[config.mk]
export PLATFORM = sky130hd
export DESIGN_NAME = shared_data_arbiter_flat
export DESIGN_NICKNAME = d
export VERILOG_FILES = /design/src/rtl/shared_data_arbiter_pkg.sv /design/src/rtl/shared_data_arbiter_if.sv /design/src/rtl/shared_data_arbiter_rr_picker.sv /design/src/rtl/shared_data_arbiter.sv /design/src/flat_wrapper.sv
export SDC_FILE = /design/constraint.sdc
export NUM_CORES = 1
export LEC_CHECK = 0
export CAP_MARGIN = 20
export CORE_MARGIN = 2
export CORE_UTILIZATION = 30
export DETAILED_ROUTE_END_ITERATION = 8
export DONT_BUFFER_PORTS = 1
export HOLD_SLACK_MARGIN = 0.08
export PLACE_DENSITY = 0.55
export SYNTH_ARGS = -nofsm -noshare
export SYNTH_HDL_FRONTEND = slang
export SYNTH_SLANG_ARGS = --single-unit
[constraint.sdc]
create_clock -name clk -period 1.7 [get_ports clk]
set_clock_uncertainty 0.2 [all_clocks]
set_input_delay 0.34 -clock clk [delete_from_list [all_inputs] [get_ports clk]]
set_output_delay 0.34 -clock clk [all_outputs]
set_load 0.02 [all_outputs]
[src/rtl/shared_data_arbiter_pkg.sv]
// shared_arb_pkg: state type and elaboration limits shared by the arbiter files
package shared_arb_pkg;
    typedef enum logic {IDLE, SEND} arb_state_t;
    localparam int ARB_MAX_REQ = 16;
endpackage

[src/rtl/shared_data_arbiter_if.sv]
// shared_data_arbiter_if: requester/sink bundle; SHARED_ARB_LOCK_EN adds req_lock
interface shared_data_arbiter_if #(
    parameter int NUM_REQ = 4,
    parameter int WIDTH = 32
);
    localparam int ID_W = $clog2(NUM_REQ);
    logic [NUM_REQ-1:0] req_valid, req_ready;
    logic [NUM_REQ*WIDTH-1:0] req_data;
    logic out_valid, out_ready, busy;
    logic [WIDTH-1:0] out_data;
    logic [ID_W-1:0] out_id;
`ifdef SHARED_ARB_LOCK_EN
    logic [NUM_REQ-1:0] req_lock;
    modport master (
        input req_valid, req_data, req_lock, out_ready,
        output req_ready, out_valid, out_data, out_id, busy
    );
    modport slave (
        output req_valid, req_data, req_lock, out_ready,
        input req_ready, out_valid, out_data, out_id, busy
    );
`else
    modport master (
        input req_valid, req_data, out_ready,
        output req_ready, out_valid, out_data, out_id, busy
    );
    modport slave (
        output req_valid, req_data, out_ready,
        input req_ready, out_valid, out_data, out_id, busy
    );
`endif
endinterface

[src/rtl/shared_data_arbiter_rr_picker.sv]
// rr_picker: first valid index at or after ptr, wrapping at NUM_REQ-1
module rr_picker #(
    parameter int NUM_REQ = 4,
    parameter int ID_W = 2
) (
    input logic [NUM_REQ-1:0] valid,
    input logic [ID_W-1:0] ptr,
    output logic found,
    output logic [ID_W-1:0] idx
);
    logic [ID_W:0] sum, pos;
    always_comb begin
        found = |valid;
        idx = '0;
        sum = '0;
        pos = '0;
        // descending offsets so the one nearest ptr is written last and wins
        for (int k = NUM_REQ - 1; k >= 0; k--) begin
            sum = {1'b0, ptr} + (ID_W + 1)'(k);
            pos = sum >= (ID_W + 1)'(NUM_REQ) ? sum - (ID_W + 1)'(NUM_REQ) : sum;
            if (valid[ID_W'(pos)]) idx = ID_W'(pos);
        end
    end
endmodule

[src/rtl/shared_data_arbiter.sv]
// shared_data_arbiter: round-robin sharing of one registered data sink among NUM_REQ requesters
// SHARED_ARB_LOCK_EN: a winner with req_lock set keeps priority for its next word
module shared_data_arbiter
    import shared_arb_pkg::*;
#(
    parameter int NUM_REQ = 4,
    parameter int WIDTH = 32,
    localparam int ID_W = $clog2(NUM_REQ)
) (
    input logic clk,
    input logic rst_n,
    shared_data_arbiter_if.master bus
);
    if (NUM_REQ < 2 || NUM_REQ > ARB_MAX_REQ) begin : g_bad_num_req
        $error("shared_data_arbiter: NUM_REQ out of range");
    end
    arb_state_t state, state_nxt;
    logic [ID_W-1:0] ptr, ptr_nxt, win;
    logic found, accept, take, hold;
    rr_picker #(.NUM_REQ(NUM_REQ), .ID_W(ID_W)) u_picker (
        .valid(bus.req_valid),
        .ptr(ptr),
        .found(found),
        .idx(win)
    );
`ifdef SHARED_ARB_LOCK_EN
    assign hold = bus.req_lock[win];
`else
    assign hold = 1'b0;
`endif
    // gating with rst_n keeps req_ready low for the whole reset
    assign accept = rst_n && (state == IDLE || (bus.out_valid && bus.out_ready));
    assign take = accept && found;
    always_ff @(posedge clk) begin
        if (!rst_n) begin
            state <= IDLE;
            ptr <= '0;
            bus.out_data <= '0;
            bus.out_id <= '0;
        end else begin
            state <= state_nxt;
            ptr <= ptr_nxt;
            if (take) begin
                bus.out_data <= bus.req_data[int'(win)*WIDTH +: WIDTH];
                bus.out_id <= win;
            end
        end
    end
    always_comb begin
        state_nxt = take ? SEND : accept ? IDLE : state;
        ptr_nxt = !take ? ptr : hold ? win : win == ID_W'(NUM_REQ - 1) ? '0 : win + 1'b1;
    end
    always_comb begin
        bus.req_ready = take ? NUM_REQ'(1) << win : '0;
        bus.out_valid = state == SEND;
        bus.busy = state == SEND;
    end
endmodule

[src/flat_wrapper.sv]
// flat-port wrapper written by rule: the top's interface ports become plain ports
module shared_data_arbiter_flat import shared_arb_pkg::*;
#(
    parameter int NUM_REQ = 4,
    parameter int WIDTH = 32,
    localparam int ID_W = $clog2(NUM_REQ)
)
  (clk, rst_n, bus_req_valid, bus_req_data, bus_out_ready, bus_req_ready, bus_out_valid, bus_out_data, bus_out_id, bus_busy);
  shared_data_arbiter_if #(.NUM_REQ(NUM_REQ), .WIDTH(WIDTH)) bus_i ();
  input logic clk;
  input logic rst_n;
  input wire logic [$bits(bus_i.req_valid)-1:0] bus_req_valid;
  input wire logic [$bits(bus_i.req_data)-1:0] bus_req_data;
  input wire logic [$bits(bus_i.out_ready)-1:0] bus_out_ready;
  output wire logic [$bits(bus_i.req_ready)-1:0] bus_req_ready;
  output wire logic [$bits(bus_i.out_valid)-1:0] bus_out_valid;
  output wire logic [$bits(bus_i.out_data)-1:0] bus_out_data;
  output wire logic [$bits(bus_i.out_id)-1:0] bus_out_id;
  output wire logic [$bits(bus_i.busy)-1:0] bus_busy;
  assign bus_i.req_valid = bus_req_valid;
  assign bus_i.req_data = bus_req_data;
  assign bus_i.out_ready = bus_out_ready;
  assign bus_req_ready = bus_i.req_ready;
  assign bus_out_valid = bus_i.out_valid;
  assign bus_out_data = bus_i.out_data;
  assign bus_out_id = bus_i.out_id;
  assign bus_busy = bus_i.busy;
  shared_data_arbiter #(.NUM_REQ(NUM_REQ), .WIDTH(WIDTH)) u_core (.clk(clk), .rst_n(rst_n), .bus(bus_i));
endmodule
# [After elaboration in Yosys (flattened, before gate mapping)]
# Cells that the tools add are included.
[totals] regBits=37 input_bits=135 output_inout_bits=40 word_cells=50
[op_classes] addsub=8 magnitude_cmp=8 n_eq_ne=1 n_shift=2 mux=20 bitwise=1 n_reduce_logical=6
[op_table] cell="128-bit by 8-bit variable part select with 32-bit output" count=1
[op_table] cell="2-bit 2-to-1 mux" count=9
[op_table] cell="2-bit by 3-bit less-than comparator with 1-bit output (second input constant)" count=4
[op_table] cell="3-bit >= comparator (second input constant)" count=3
[op_table] cell="1-bit binary-select mux with 2-bit select" count=4
[op_table] cell="2-bit by 1-bit subtractor with 2-bit output (second input constant)" count=4
[op_table] cell="2-bit by 2-bit adder with 3-bit output (second input constant)" count=2
[op_table] cell="1-bit 2-to-1 mux" count=6
[op_table] cell="4-bit 2-to-1 mux" count=1
[op_table] cell="4-bit OR reduction" count=1
[op_table] cell="1-bit by 2-bit left shift with 4-bit output (first input constant)" count=1
[op_table] cell="2-bit by 1-bit adder with 3-bit output (second input constant)" count=1
[op_table] cell="2-bit by 3-bit >= comparator with 1-bit output (second input constant)" count=1
[op_table] cell="1-bit logical AND" count=3
[op_table] cell="2-bit by 1-bit adder with 2-bit output (second input constant)" count=1
[op_table] cell="2-bit equality test (second input constant)" count=1
[op_table] cell="2-bit nonzero test" count=1
[op_table] cell="1-bit logical OR" count=1
[op_table] cell="1-bit inverter" count=1

# [Logic depth before layout (Yosys ltp)]
[logic_depth] ltp_word=11 ltp_mapped=7 depth_no_buf=5

# [Cells and area by module]
# Synthesis repeated with hierarchy kept, for this count alone.
[hier_totals] cells_unflattened=232 hier_area_um2=2298.5
[by_module_without_submodules] mod="shared_data_arbiter" instances=1 cells_each=219 area_each_um2=2220.9 seq_area_each_um2=740.7
[by_module_without_submodules] mod="rr_picker" instances=1 cells_each=13 area_each_um2=77.6 seq_area_each_um2=0.0

# [Least setup slack after synthesis]
# OpenSTA, ideal clock, no wires.
[synth_path] kind="in2out" startpoint="input bus_req_valid[0]" endpoint="output bus_req_ready[2]" arrival_time_ns=1.613 required_ns=1.160 slack_ns=-0.453 path_stages=7 path_buffers=2 cell_sequence="a21o_1 > a21oi_1 > o22ai_1 > or2_1 > buf_2 > buf_2 > nor2_1"
[synth_between] elab_chain_len=8 elab_cells_between_ends=16 cone_classes="1 x shift; 13 x mux; 2 x reduce/logical"
[synth_lines] item="start: declaration" line="flat_wrapper.sv:12" rtl="input wire logic [$bits(bus_i.req_valid)-1:0] bus_req_valid;"
[synth_lines] item="1-bit binary-select mux with 2-bit select" line="shared_data_arbiter_rr_picker.sv:21" rtl="if (valid[ID_W'(pos)]) idx = ID_W'(pos);"
[synth_lines] item="1-bit 2-to-1 mux (not written as such)" line="shared_data_arbiter_rr_picker.sv:21"
[synth_lines] item="2-bit 2-to-1 mux (4 in a row)" line="shared_data_arbiter_rr_picker.sv:21"
[synth_lines] item="1-bit by 2-bit left shift with 4-bit output" line="shared_data_arbiter.sv:54" rtl="bus.req_ready = take ? NUM_REQ'(1) << win : '0;"
[synth_lines] item="4-bit 2-to-1 mux *" line="shared_data_arbiter.sv:54"
[synth_lines] item="end: declaration" line="flat_wrapper.sv:15" rtl="output wire logic [$bits(bus_i.req_ready)-1:0] bus_req_ready;"
# Mark *: on every way between the ends. The rest lies on a longest branch, timed or not. The select of a mux whose other input is x is not followed.

# [Worst setup path in the final report]
[layout_path] startpoint="register u_core.ptr[1]" endpoint="output bus_req_ready[0]"
[layout_between] elab_chain_len=11 elab_cells_between_ends=29 cone_classes="7 x add/sub; 4 x order compare; 1 x shift; 17 x mux"
[layout_lines] item="start: declaration" line="shared_data_arbiter.sv:18" rtl="logic [ID_W-1:0] ptr, ptr_nxt, win;"
[layout_lines] item="start signal: assignment" line="shared_data_arbiter.sv:42" rtl="ptr <= ptr_nxt;"
[layout_lines] item="2-bit by 2-bit adder with 3-bit output" line="shared_data_arbiter_rr_picker.sv:19" rtl="sum = {1'b0, ptr} + (ID_W + 1)'(k);"
[layout_lines] item="3-bit >= comparator / 2-bit by 1-bit subtractor with 2-bit output (equally long branches)" line="shared_data_arbiter_rr_picker.sv:20" rtl="pos = sum >= (ID_W + 1)'(NUM_REQ) ? sum - (ID_W + 1)'(NUM_REQ) : sum;"
[layout_lines] item="2-bit 2-to-1 mux" line="shared_data_arbiter_rr_picker.sv:20"
[layout_lines] item="1-bit binary-select mux with 2-bit select" line="shared_data_arbiter_rr_picker.sv:21"
[layout_lines] item="1-bit 2-to-1 mux (not written as such)" line="shared_data_arbiter_rr_picker.sv:21"
[layout_lines] item="2-bit 2-to-1 mux (3 in a row)" line="shared_data_arbiter_rr_picker.sv:21"
[layout_lines] item="2-bit 2-to-1 mux *" line="shared_data_arbiter_rr_picker.sv:21"
[layout_lines] item="1-bit by 2-bit left shift with 4-bit output *" line="shared_data_arbiter.sv:54"
[layout_lines] item="4-bit 2-to-1 mux *" line="shared_data_arbiter.sv:54"
# Marked as above.

==> out/metrics.csv <==
metric,value,unit
status,"finished, violations left",
failed_checks,setup timing,
initial_core_util,30.56,%
path_max_fanout,4,
yosys.area_share.adder,0,%
num_antenna_cells,0,
postRouteAntennaNets,0,
tritoncts,yes,
syn-cell-area,2325,um^2
finalWorstPathRequiredPeriod,2113,ps
synth_top_flop_cell,dfxtp_1,
setup_slack,-413.4,ps
wl,8.444,mm
ys_ff_latch,37,
synth_cell_types,28,
drv_cap,0,
vdd_drop_max,399.6,uV
globalRouteOverflowTotal,0,
cts_num_sinks,37,
num_vias,2365,
syn_inst,220,
clk_pin_slew,70,ps
regArea,742.0,um^2
min_from,bus_req_data[87],
synth_xor_area_share,0.3767,%
drtIter0Drc,41,
holdCritPathClass,in -> reg,
fill_cells,612,
grt_max_degree,18,
vias_per_cell,5.221,
busiest_layer,met2,
muxShareOfSynthArea,28.42,%
areaGrowthSynthToFinish,84.28,%
reg2reg_slack,-390,ps
place.port_buffers,0,
grt.met3_usage,5.012,%
fmax,473.2,MHz
p_leak,0.001579,uW
worst_pin_slew,296.7,ps
grt_util_all_layers,19.16,%
synth_nets,355,
min_to,u_core.bus.out_data[23],
hold_slack,86.09,ps
startpoint_type,register,
tns,-12470,ps
drive_above_1_share,33.62,%
ys_top_cells_by_count,"mux2i_1, dfxtp_1, nand2_1, o221ai_2, o221ai_1",
die-height,92.03,um
r2r_end,u_core.bus.out_data[20],
fin_nets,485,
endpoint_kind,output port,
synth_warnings,0,
ff2ff_path_depth,6,
grt_first_pass_wirelength,12.68,mm
hold_violations,0,
syn_avg_cell_area,10.57,um^2
pre_cts_slack,-348.4,ps
ios,175,
setup_viol,37,
hold_depth,2,
met2_usage,36.34,%
fin_crit_sh,124.3,%
hpwl,4.250,mm
h-tree-depth,2,
synth_compound_area_share,21.53,%
die_area,8470,um^2
synth_top_family_by_area,multiplexers,
critical_path_arrival,1570,ps
async_reset_ff_share,0,%
drt_drc_violations_left,0,
post-synth-top-area-cell,dfxtp_1,
cts-root-buf,clkbuf_8,
yosysMostFrequentCell,mux2i_1,
firstDrtPassIters,4,
ys_top_cells_by_area,"dfxtp_1, mux2i_1, o221ai_2",
synthSimpleGateAreaFrac,10.44,%
p_per_area,836.0,nW/um^2
met1_usage,20.05,%
synth.top_cell.area_share,31.86,%
post_drt_wl_per_cell,18.64,um
die_x,92.03,um
crit_required,1160,ps
max-slew-margin-rel,80.22,%
cts_buffers,5,
rsz0062_at_grt,yes,
core_area,7607,um^2
place_congestion,0.7609,
r2r_start,u_core.ptr[1],
ys_seq_area_share,31.86,%
timing.final.max_slew_violations,0,
clock_latency,280,ps
antenna_found_initial,0,
criticalPathCategory,reg -> out,
synth_edf_count,0,
cts.path.max_buffers,2,
multi_input_area,1764,um^2
grt_pass1_vias,2602,
rows,32,
-- routing by layer --
layer / vias to the layer above / part of all wire [%] / wire (um)
met5: - / 0 / 0
met3: 23 / 7.1 / 598
met2: 132 / 54 / 4593
met4: 0 / 2.4 / 200
li1: 1095 / - / -
met1: 1115 / 36 / 3052
-- where the power goes --
part,total [uW],switching [uW],internal (uW)
Clock,605,314,292
Combinational,1710,692,1020
Sequential,1260,256,1010
Total,3580,1260,2320
-- registers in the layout, indices dropped and copies added, names as in the netlist --
signal,cells
u_core.bus.out_data,32
u_core.ptr,2
u_core.bus.out_id,2
u_core.bus.busy,1
-- per-stage QoR --
step / instances / total power, uW / util [%] / area [um^2]
after floorplan: 220 / 2063 / - / 2395
after global placement: 324 / 2170 / 33.50 / 2549
after detailed placement: 324 / 2190 / 33.50 / 2549
after CTS: 445 / 3388 / 52.04 / 3959
after global routing: 453 / 3752 / 56.32 / 4284
final: 453 / 3582 / 56.32 / 4284
-- how the worst max path moves through the flow --
stage / start / endpoint / slack, ps / cells past startpoint
floorplan: bus_req_valid[2] / bus_req_ready[1] / -250 / 6
CTS: u_core.ptr[1] / bus_req_ready[3] / -450 / 5
global route: u_core.ptr[1] / bus_req_ready[3] / -470 / 5
global placement: bus_req_valid[2] / u_core.bus.out_data[6] / -310 / 6
detailed placement: bus_req_valid[2] / u_core.bus.out_data[0] / -350 / 6
finish: u_core.ptr[1] / bus_req_ready[0] / -410 / 5
-- cell usage in the layout, fill, tap and decap left out, types with 5 or more instances in the layout --
| cell | instances |
|---|---|
| buf_16 | 6 |
| buf_4 | 23 |
| mux2i_4 | 17 |
| mux2i_1 | 32 |
| mux2i_2 | 17 |
| clkbuf_8 | 5 |
| dfxtp_1 | 36 |
| o221ai_1 | 7 |
| dlygate4sd3_1 | 104 |
| o221ai_2 | 25 |
| nand2_1 | 34 |
-- worst max-delay path: stages (launching register included) --
cell     delay [ps]
dfxtp_2         330
or4_4           550
nand2_8         110
buf_4           130
buf_16          120
nor2_4           60
-- kinds of logic (layout without fill, tap and decap cells) --
| logic type | Yosys count | in the layout |
|---|---|---|
| buffers and inverters | 23 | 154 |
| flip-flops | 37 | 37 |
| XOR/XNOR | 1 | 1 |
| multiplexers | 66 | 66 |
| AND/OR/NAND/NOR | 51 | 51 |
| AO/OA/AOI/OAI | 42 | 42 |
-- layout make-up --
class | instances | area share (%)
multi-input combinational | 160 | 41.18
timing repair buffer | 142 | 36.13
sequential | 37 | 17.32
tap | 102 | 2.979
clock buffer | 8 | 1.869
inverter | 4 | 0.5257
-- what timing repair did --
item                       CTS  global route
setup endpoints to repair   36            38
buffers inserted            11             0
cloned                       6             0
pin swaps                    7             3
gates resized for setup     27            42
hold endpoints to repair    37             5
hold buffers                96             8
No activity file was read; power rests on OpenSTA's default activity.
